<file path="config.mk">
export PLATFORM = sky130hd
export DESIGN_NAME = vga_plot_arbiter
export DESIGN_NICKNAME = d
export VERILOG_FILES = /design/src/rtl/vga_plot_arbiter.sv
export SDC_FILE = /design/constraint.sdc
export NUM_CORES = 1
export LEC_CHECK = 0
export ABC_AREA = 0
export ABC_CLOCK_PERIOD_IN_PS = 3400
export CORE_MARGIN = 3
export CORE_UTILIZATION = 54
export CTS_BUF_LIST = sky130_fd_sc_hd__clkbuf_4 sky130_fd_sc_hd__clkbuf_8
export CTS_CLUSTER_SIZE = 12
export DETAILED_ROUTE_END_ITERATION = 7
export GPL_ROUTABILITY_DRIVEN = 0
export PLACE_DENSITY = 0.91
export SLEW_MARGIN = 20
export SYNTH_ARGS = -nofsm -noshare
export SYNTH_HDL_FRONTEND = slang
export SYNTH_SLANG_ARGS = --single-unit
</file>
<file path="constraint.sdc">
create_clock -name clk -period 3.4 [get_ports clk]
set_input_delay 0.51 -clock clk [delete_from_list [all_inputs] [get_ports clk]]
set_output_delay 0.51 -clock clk [all_outputs]
set_load 0.01 [all_outputs]
</file>
<file path="src/rtl/vga_plot_arbiter.sv">
// vga_plot_arbiter
// Shares the single pixel-write port of the VGA adapter between two drawing
// requesters (round-robin) and a built-in full-screen clear engine.
//
// Ports:
//   clk, rst_n            clock, asynchronous active-low reset
//   clear_start           one-cycle pulse requesting a full-screen fill
//   clear_colour          fill colour, captured when clear_start is accepted
//   req0/x0/y0/c0, gnt0   requester 0 pixel request and same-cycle grant
//   req1/x1/y1/c1, gnt1   requester 1 pixel request and same-cycle grant
//   busy                  high while a clear sweep is running
//   clear_done            one-cycle pulse once the last clear pixel is latched
//   vga_x/vga_y/vga_colour/vga_plot   registered pixel write to the adapter
module vga_plot_arbiter #(
    parameter int unsigned SCREEN_W = 160,
    parameter int unsigned SCREEN_H = 120
) (
    input  logic       clk,
    input  logic       rst_n,
    input  logic       clear_start,
    input  logic [2:0] clear_colour,
    input  logic       req0,
    input  logic [7:0] x0,
    input  logic [6:0] y0,
    input  logic [2:0] c0,
    output logic       gnt0,
    input  logic       req1,
    input  logic [7:0] x1,
    input  logic [6:0] y1,
    input  logic [2:0] c1,
    output logic       gnt1,
    output logic       busy,
    output logic       clear_done,
    output logic [7:0] vga_x,
    output logic [6:0] vga_y,
    output logic [2:0] vga_colour,
    output logic       vga_plot
);

    localparam logic ST_ARB   = 1'b0;
    localparam logic ST_CLEAR = 1'b1;

    localparam logic [8:0] X_LIM  = 9'(SCREEN_W);
    localparam logic [7:0] Y_LIM  = 8'(SCREEN_H);
    localparam logic [7:0] X_LAST = 8'(SCREEN_W - 1);
    localparam logic [6:0] Y_LAST = 7'(SCREEN_H - 1);

    logic       state;
    logic       last;     // index of the most recently granted requester
    logic [7:0] cx;
    logic [6:0] cy;
    logic [2:0] clr_col;

    logic [7:0] pick_x;
    logic [6:0] pick_y;
    logic [2:0] pick_c;
    logic       in_range;

    // Grants are combinational so a requester sees acceptance in the same cycle.
    // A pending clear_start pre-empts both requesters.
    always_comb begin
        gnt0 = 1'b0;
        gnt1 = 1'b0;
        if (state == ST_ARB && !clear_start) begin
            if (req0 && req1) begin
                if (last) gnt0 = 1'b1;
                else      gnt1 = 1'b1;
            end else begin
                gnt0 = req0;
                gnt1 = req1;
            end
        end
    end

    always_comb begin
        pick_x   = gnt1 ? x1 : x0;
        pick_y   = gnt1 ? y1 : y0;
        pick_c   = gnt1 ? c1 : c0;
        in_range = ({1'b0, pick_x} < X_LIM) && ({1'b0, pick_y} < Y_LIM);
    end

    always_ff @(posedge clk or negedge rst_n) begin
        if (!rst_n) begin
            state      <= ST_ARB;
            last       <= 1'b1;
            cx         <= 8'd0;
            cy         <= 7'd0;
            clr_col    <= 3'd0;
            busy       <= 1'b0;
            clear_done <= 1'b0;
            vga_x      <= 8'd0;
            vga_y      <= 7'd0;
            vga_colour <= 3'd0;
            vga_plot   <= 1'b0;
        end else begin
            vga_plot   <= 1'b0;
            clear_done <= 1'b0;
            case (state)
                ST_ARB: begin
                    if (clear_start) begin
                        state   <= ST_CLEAR;
                        busy    <= 1'b1;
                        cx      <= 8'd0;
                        cy      <= 7'd0;
                        clr_col <= clear_colour;
                    end else if (gnt0 || gnt1) begin
                        last <= gnt1;
                        // Out-of-range pixels are consumed but never reach the adapter.
                        if (in_range) begin
                            vga_plot   <= 1'b1;
                            vga_x      <= pick_x;
                            vga_y      <= pick_y;
                            vga_colour <= pick_c;
                        end
                    end
                end
                ST_CLEAR: begin
                    vga_plot   <= 1'b1;
                    vga_x      <= cx;
                    vga_y      <= cy;
                    vga_colour <= clr_col;
                    if (cx == X_LAST) begin
                        cx <= 8'd0;
                        if (cy == Y_LAST) begin
                            state      <= ST_ARB;
                            busy       <= 1'b0;
                            clear_done <= 1'b1;
                        end else begin
                            cy <= cy + 7'd1;
                        end
                    end else begin
                        cx <= cx + 8'd1;
                    end
                end
                default: state <= ST_ARB;
            endcase
        end
    end

endmodule

</file>
==> impl_metrics.yaml, run 1 <==
cts:
  cts.path.max_buffers: 2
  cts_inserted_buffers: 5
  ctsHoldBuffers: 0
  post_cts_resized: 0
  cts-root-buf: "clkbuf_8"
  cts_max_level: 2
  post_cts_buffers: 0
  cts_tree: "built"
  cts.sinks: 41
  cts.clk_slew.worst_paths_ps: 90
  clk_latency_ps: 300
yosys:
  yosys_warnings: 0
  ys.flop_type: "dfrtp_1"
  synth_edf_count: 0
  synth_seq_cells: 41
  synth_area_leaders: "dfrtp_1 (39%), a41oi_1 (6.2%), nand2_1 (5.9%), o31ai_1 (5.3%), a211oi_1 (4.4%)"
  synthTopCellsByCount: "dfrtp_1 (40), nand2_1 (40), a41oi_1 (18), o31ai_1 (18), clkbuf_1 (16)"
  syn_nets: 319
  syn_inst: 273
  syn_area_um2: 2540
  yosysSeqAreaShare_pct: 40.5
  postSynthAreaPerCell_um2: 9.29
  synth_top_cell_by_area: "dfrtp_1"
  yosysTopAreaCellShare_pct: 39.5
  synthDistinctLibCells: 50
  async_flop_share_pct: 100
critical_path:
  criticalPathCategory: "reg -> reg"
  worst-path-stages: 5
  crit_path_end_kind: "flip-flop"
  worstReg2RegStart: "state"
  critPathTopFamily: "simple AND/OR/NAND/NOR gates"
  slowest_delay_ps: 710
  path_max_fanout: 30
  worst-path-buf-inv: 1
  startpoint_type: "flip-flop"
  cp.arrival_ps: 2990
  rr_worst_depth: 5
  cp_cell_sequence: "nor2_4 -> buf_4 -> nand3_1 -> a41oi_1 -> o31ai_1"
  cp_slowest_cell: "dfrtp_1"
  required_ps: 3580
  cp-startpoint: "state"
sta:
  post-route-period-util_pct: 82.5
  hold_viol: 0
  fin_hold_ws_ps: 337
  fin_skew_ps: 4.11
  worst_slew_pin_slew_ps: 911
  setup_tns_ps: 0
  timing.fmax_mhz: 357
  fin_crit_ps: 2800
  rsz0062_at_grt: "no"
  setup_viol_count_final: 0
  slew_viol_final: 0
  slew_headroom_pct: 39.3
routing:
  wl_per_cell_um: 18.5
  drc_errors: 0
  vias_per_cell: 6.67
  vias: 2513
  ant_nets: 0
  drtPass1Iterations: 6
  drt_iter0_markers: 349
  drt-total-wl_mm: 6.99
place:
  portBuffers: 66
  dp.cells: 369
  place_area_um2: 3170
  hpwl_mm: 4.98
layout:
  drive_gt1_share_pct: 8.31
  final_area_um2: 3280
  area_growth_pct: 29.5
  instances_no_fill: 377
  diodes: 0
  layout.nets: 370
die:
  die_y_um: 74.5
  core_area_um2: 4440
  die_x_um: 74.5
  design.die.area_um2: 5550
  rows: 24
  start_util_pct: 57.1
  pin_count: 67
status:
  status: "finished, final reports clean"
global_routing:
  grt_first_pass_wirelength_mm: 11.0
  first_global_vias: 2263
  grt_max_degree: 42
  antenna_found_initial: 0
  track_usage_pct: 25.8
  globalRoute.totalOverflow: 0
power:
  p_leak_uw: 0.00144
  ir_drop_mv: 0.375
  p_per_area_nw_per_um2: 470
run:
  max_cap_viol_count: 0
worst_hold_path:
  hp-class: "in -> async"
[sequential cells by signal, summed over array words and instances (netlist names)]
name / count
vga_colour: 3
vga_plot: 1
vga_y: 7
cx: 8
vga_x: 8
state: 1
cy: 7
clr_col: 3
busy: 1
last: 1
clear_done: 1
[cell type report]
type | instances | area, um2
multi-input combinational | 199 | 1360
clock inverter | 3 | 43.8
clock buffer | 5 | 68.8
sequential | 41 | 1030
inverter | 5 | 18.8
tap | 52 | 65.1
timing repair buffer | 72 | 701
fill | 350 | 1160
[worst paths after layout]
check                                      to  slack [ps]
max in group asynchronous               cx[0]        2500
worst min register to register     clr_col[2]         510
worst max-delay path            vga_colour[2]         600
min in group clk                   clr_col[2]         510
worst min-delay path                     busy         340
worst max register to register  vga_colour[2]         600
[power breakdown]
part	switching (uW)	internal [uW]	leakage [uW]
Combinational	190	244	0.000881
Clock	187	220	0.0000585
Sequential	109	592	0.000505
Total	487	1060	0.00144
[cells by family (layout without fill, tap and decap cells)]
logic type | after synthesis | after routing | share of synthesized area (%)
AO/OA/AOI/OAI | 98 | 98 | 31.1
AND/OR/NAND/NOR | 92 | 92 | 18.6
flip-flops | 41 | 41 | 40.5
buffers and inverters | 33 | 85 | 6.17
multiplexers | 4 | 4 | 1.63
XOR/XNOR | 3 | 3 | 1.04
adder cells (fa/ha/maj) | 2 | 2 | 0.987
[layout by cell type (no fill, tap or decap), types with 2 or more instances in the layout]
| cell | netlist | layout |
|---|---|---|
| or4_1 | 3 | 3 |
| a31oi_1 | 2 | 2 |
| inv_1 | 4 | 4 |
| nand2_1 | 40 | 40 |
| clkdlybuf4s50_1 | 0 | 65 |
| a211oi_1 | 15 | 15 |
| clkbuf_8 | 0 | 5 |
| or2_2 | 3 | 3 |
| ha_1 | 2 | 2 |
| a2111oi_0 | 4 | 4 |
| and3_1 | 11 | 11 |
| a41oi_1 | 18 | 18 |
| o21ai_0 | 10 | 10 |
| a21o_1 | 2 | 2 |
| xor2_1 | 2 | 2 |
| a211o_1 | 3 | 3 |
| nor2_1 | 7 | 6 |
| dfrtp_1 | 40 | 40 |
| mux2i_1 | 3 | 3 |
| a31o_2 | 2 | 2 |
| buf_4 | 0 | 6 |
| a21oi_1 | 2 | 2 |
| nand3_1 | 4 | 4 |
| nand4_1 | 4 | 4 |
| o211a_1 | 11 | 11 |
| o31ai_1 | 18 | 18 |
| nor4_1 | 11 | 11 |
| o311ai_0 | 2 | 2 |
| and4_1 | 2 | 2 |
[metal layers]
metal  routed length [um]  share of wire [%]  up-vias  track usage (%)
li1                     -                  -     1178                -
met1                 3010                 43     1189             36.8
met2                 3250                 46      125             38.5
met3                  550                7.9       21             6.22
met4                  178                2.5        0             9.09
met5                    0                  0        -                0
[per-stage QoR]
stage / total power, uW / utilization [%] / worst slack (ps)
final: 1540 / 73.9 / 596
after global routing: 1630 / 73.9 / 394
after CTS: 1550 / 73.9 / 647
after detailed placement: 1140 / 71.4 / 407
after global placement: 1120 / 71.4 / 493
after floorplan: 912 / - / 1440
Note: power is estimated with default switching activity, not from simulation.
==> run 2: changes to the inputs <==
--- a/config.mk
+++ b/config.mk
@@ -6,14 +6,14 @@
 export NUM_CORES = 1
 export LEC_CHECK = 0
 export ABC_AREA = 0
-export ABC_CLOCK_PERIOD_IN_PS = 3400
+export ABC_CLOCK_PERIOD_IN_PS = 2400
 export CORE_MARGIN = 3
-export CORE_UTILIZATION = 54
+export CORE_UTILIZATION = 46
 export CTS_BUF_LIST = sky130_fd_sc_hd__clkbuf_4 sky130_fd_sc_hd__clkbuf_8
 export CTS_CLUSTER_SIZE = 12
 export DETAILED_ROUTE_END_ITERATION = 7
 export GPL_ROUTABILITY_DRIVEN = 0
-export PLACE_DENSITY = 0.91
+export PLACE_DENSITY = 0.82
 export SLEW_MARGIN = 20
 export SYNTH_ARGS = -nofsm -noshare
 export SYNTH_HDL_FRONTEND = slang
==> constraint.sdc (replaced) <==
create_clock -name clk -period 2.4 [get_ports clk]
set_input_delay 0.36 -clock clk [delete_from_list [all_inputs] [get_ports clk]]
set_output_delay 0.36 -clock clk [all_outputs]
set_load 0.01 [all_outputs]
==> run 2 against run 1 <==
Net effect:
- register-to-register slack got worse by 160 ps
- routed wire length increased by 6.1%
- core utilization decreased by 8.6 points
- combinational power increased by 46%
- sequential power increased by 43%
- clock-buffer cell count increased by 2
- non-clock buffer count increased by 12
- largest cell class unchanged
- clock power increased by 24%
- largest power group unchanged
==> impl_metrics.yaml, run 2 (same netlist as run 1, synthesis figures left out) <==
cts:
  cts_inserted_buffers: 5
  clk_latency_ps: 300
  cts.clk_slew.worst_paths_ps: 70
  post_cts_resized: 0
  post_cts_buffers: 0
  cts-root-buf: "clkbuf_8"
  cts_max_level: 2
  cts.path.max_buffers: 2
  cts_tree: "built"
  cts.sinks: 41
  ctsHoldBuffers: 0
routing:
  ant_nets: 0
  drt_iter0_markers: 255
  drt-total-wl_mm: 7.42
  vias: 2584
  vias_per_cell: 6.35
  drtPass1Iterations: 5
  wl_per_cell_um: 18.2
  drc_errors: 0
sta:
  setup_viol_count_final: 0
  worst_slew_pin_slew_ps: 918
  setup_tns_ps: 0
  fin_crit_ps: 2320
  hold_viol: 0
  post-route-period-util_pct: 96.8
  fin_skew_ps: 11.1
  rsz0062_at_grt: "no"
  timing.fmax_mhz: 431
  slew_headroom_pct: 38.8
  slew_viol_final: 0
die:
  rows: 26
  pin_count: 67
  start_util_pct: 48.7
  core_area_um2: 5200
  die_y_um: 80.3
  die_x_um: 80.3
  design.die.area_um2: 6440
layout:
  postLayoutCoreUtil_pct: 65.3
  layout.nets: 382
  layout_commonest_cell: "clkdlybuf4s50_1"
  area_growth_pct: 34.0
  drive_gt1_share_pct: 11.6
  fillers: 424
  mostFrequentLayoutCells: "clkdlybuf4s50_1 (65), nand2_1 (40), dfrtp_1 (40)"
  reg_top3: "cx: 8 flops, vga_x: 8 flops"
  diodes: 0
status:
  status: "finished, final reports clean"
global_routing:
  antenna_found_initial: 0
  track_usage_pct: 23.4
  first_global_vias: 2414
  grt_first_pass_wirelength_mm: 11.8
  globalRoute.totalOverflow: 0
  grt_max_degree: 42
power:
  seqPwrFrac_pct: 46.7
  ir_drop_mv: 0.458
  clock_power_share_pct: 23.5
  power_frac_comb_pct: 29.8
  p_sw_share_pct: 32.0
  p_per_area_nw_per_um2: 630
  p_switching_uw: 685
  p_leak_uw: 0.00150
  power.internal_uw: 1460
critical_path:
  criticalPathCategory: "in -> out"
  path_max_fanout: 9
  cp.arrival_ps: 1960
  crit_path_end_kind: "output port"
  required_ps: 2040
  startpoint_type: "input port"
worst_hold_path:
  hp-class: "in -> async"
place:
  hpwl_mm: 5.46
  portBuffers: 66
run:
  max_cap_viol_count: 0
[run 2: metal layers]
layer / vias to the layer above / GRT usage, % / share of wire, %
met5: - / 0 / 0
met4: 0 / 6.59 / 1.5
met3: 13 / 5.27 / 8.3
met2: 125 / 36.4 / 47
met1: 1245 / 32.6 / 43
li1: 1201 / - / -
[run 2: final cells by class]
cell class	instances	area, um2	area share (%)
repair buffers	84	803	23.6
clock buffers	7	96.3	2.84
well taps	70	87.6	2.58
clock inverters	1	5.00	0.147
flip-flops and latches	41	1030	30.2
inverters	5	18.8	0.552
multi-input cells	199	1360	40.0
[run 2: power groups by stage]
stage / clock, uW / sequential [uW] / combinational, uW
floorplan: 0 / 983 / 309
global placement: 0 / 999 / 615
detailed placement: 0 / 1000 / 639
CTS: 513 / 995 / 641
global route: 537 / 1020 / 696
finish: 504 / 1000 / 637
[run 2: critical path: stages]
cell	delay [ps]
clkdlybuf4s50_1	540
nor2_4	270
nand2_1	180
inv_1	80
clkdlybuf4s50_1	530
[run 2: worst paths after layout]
check                             endpoint  slack (ps)  depth (start not counted)        start
worst max-delay path                  gnt1          80                          5  clear_start
worst min-delay path            clr_col[1]         190                          1        rst_n
max in group asynchronous         vga_x[2]        1620                          1        rst_n
worst max register to register       cy[0]         440                          5        cx[0]
worst min register to register  clr_col[1]         490                          2   clr_col[1]
min in group clk                clr_col[1]         490                          2   clr_col[1]
[run 2: per-stage QoR]
stage / worst slack [ps] / total power (uW) / cells / hold slack, ps / area (um2)
4_1_cts: 88.2 / 2150 / 407 / 235 / 3400
3_3_place_gp: 38.7 / 1610 / 399 / 465 / 3300
2_1_floorplan: 599 / 1290 / 273 / 64.4 / 2540
6_report: 77.8 / 2140 / 407 / 189 / 3400
3_5_place_dp: 16.8 / 1640 / 399 / 472 / 3300
5_1_grt: 16.7 / 2250 / 407 / 261 / 3400
==> run 3: changes to the inputs <==
--- a/config.mk
+++ b/config.mk
@@ -10,7 +10,6 @@
 export CORE_MARGIN = 3
 export CORE_UTILIZATION = 46
 export CTS_BUF_LIST = sky130_fd_sc_hd__clkbuf_4 sky130_fd_sc_hd__clkbuf_8
-export CTS_CLUSTER_SIZE = 12
 export DETAILED_ROUTE_END_ITERATION = 7
 export GPL_ROUTABILITY_DRIVEN = 0
 export PLACE_DENSITY = 0.82
==> results of run 3 <==
Same layout as run 2: the final DEF is identical, and so are final timing and power.
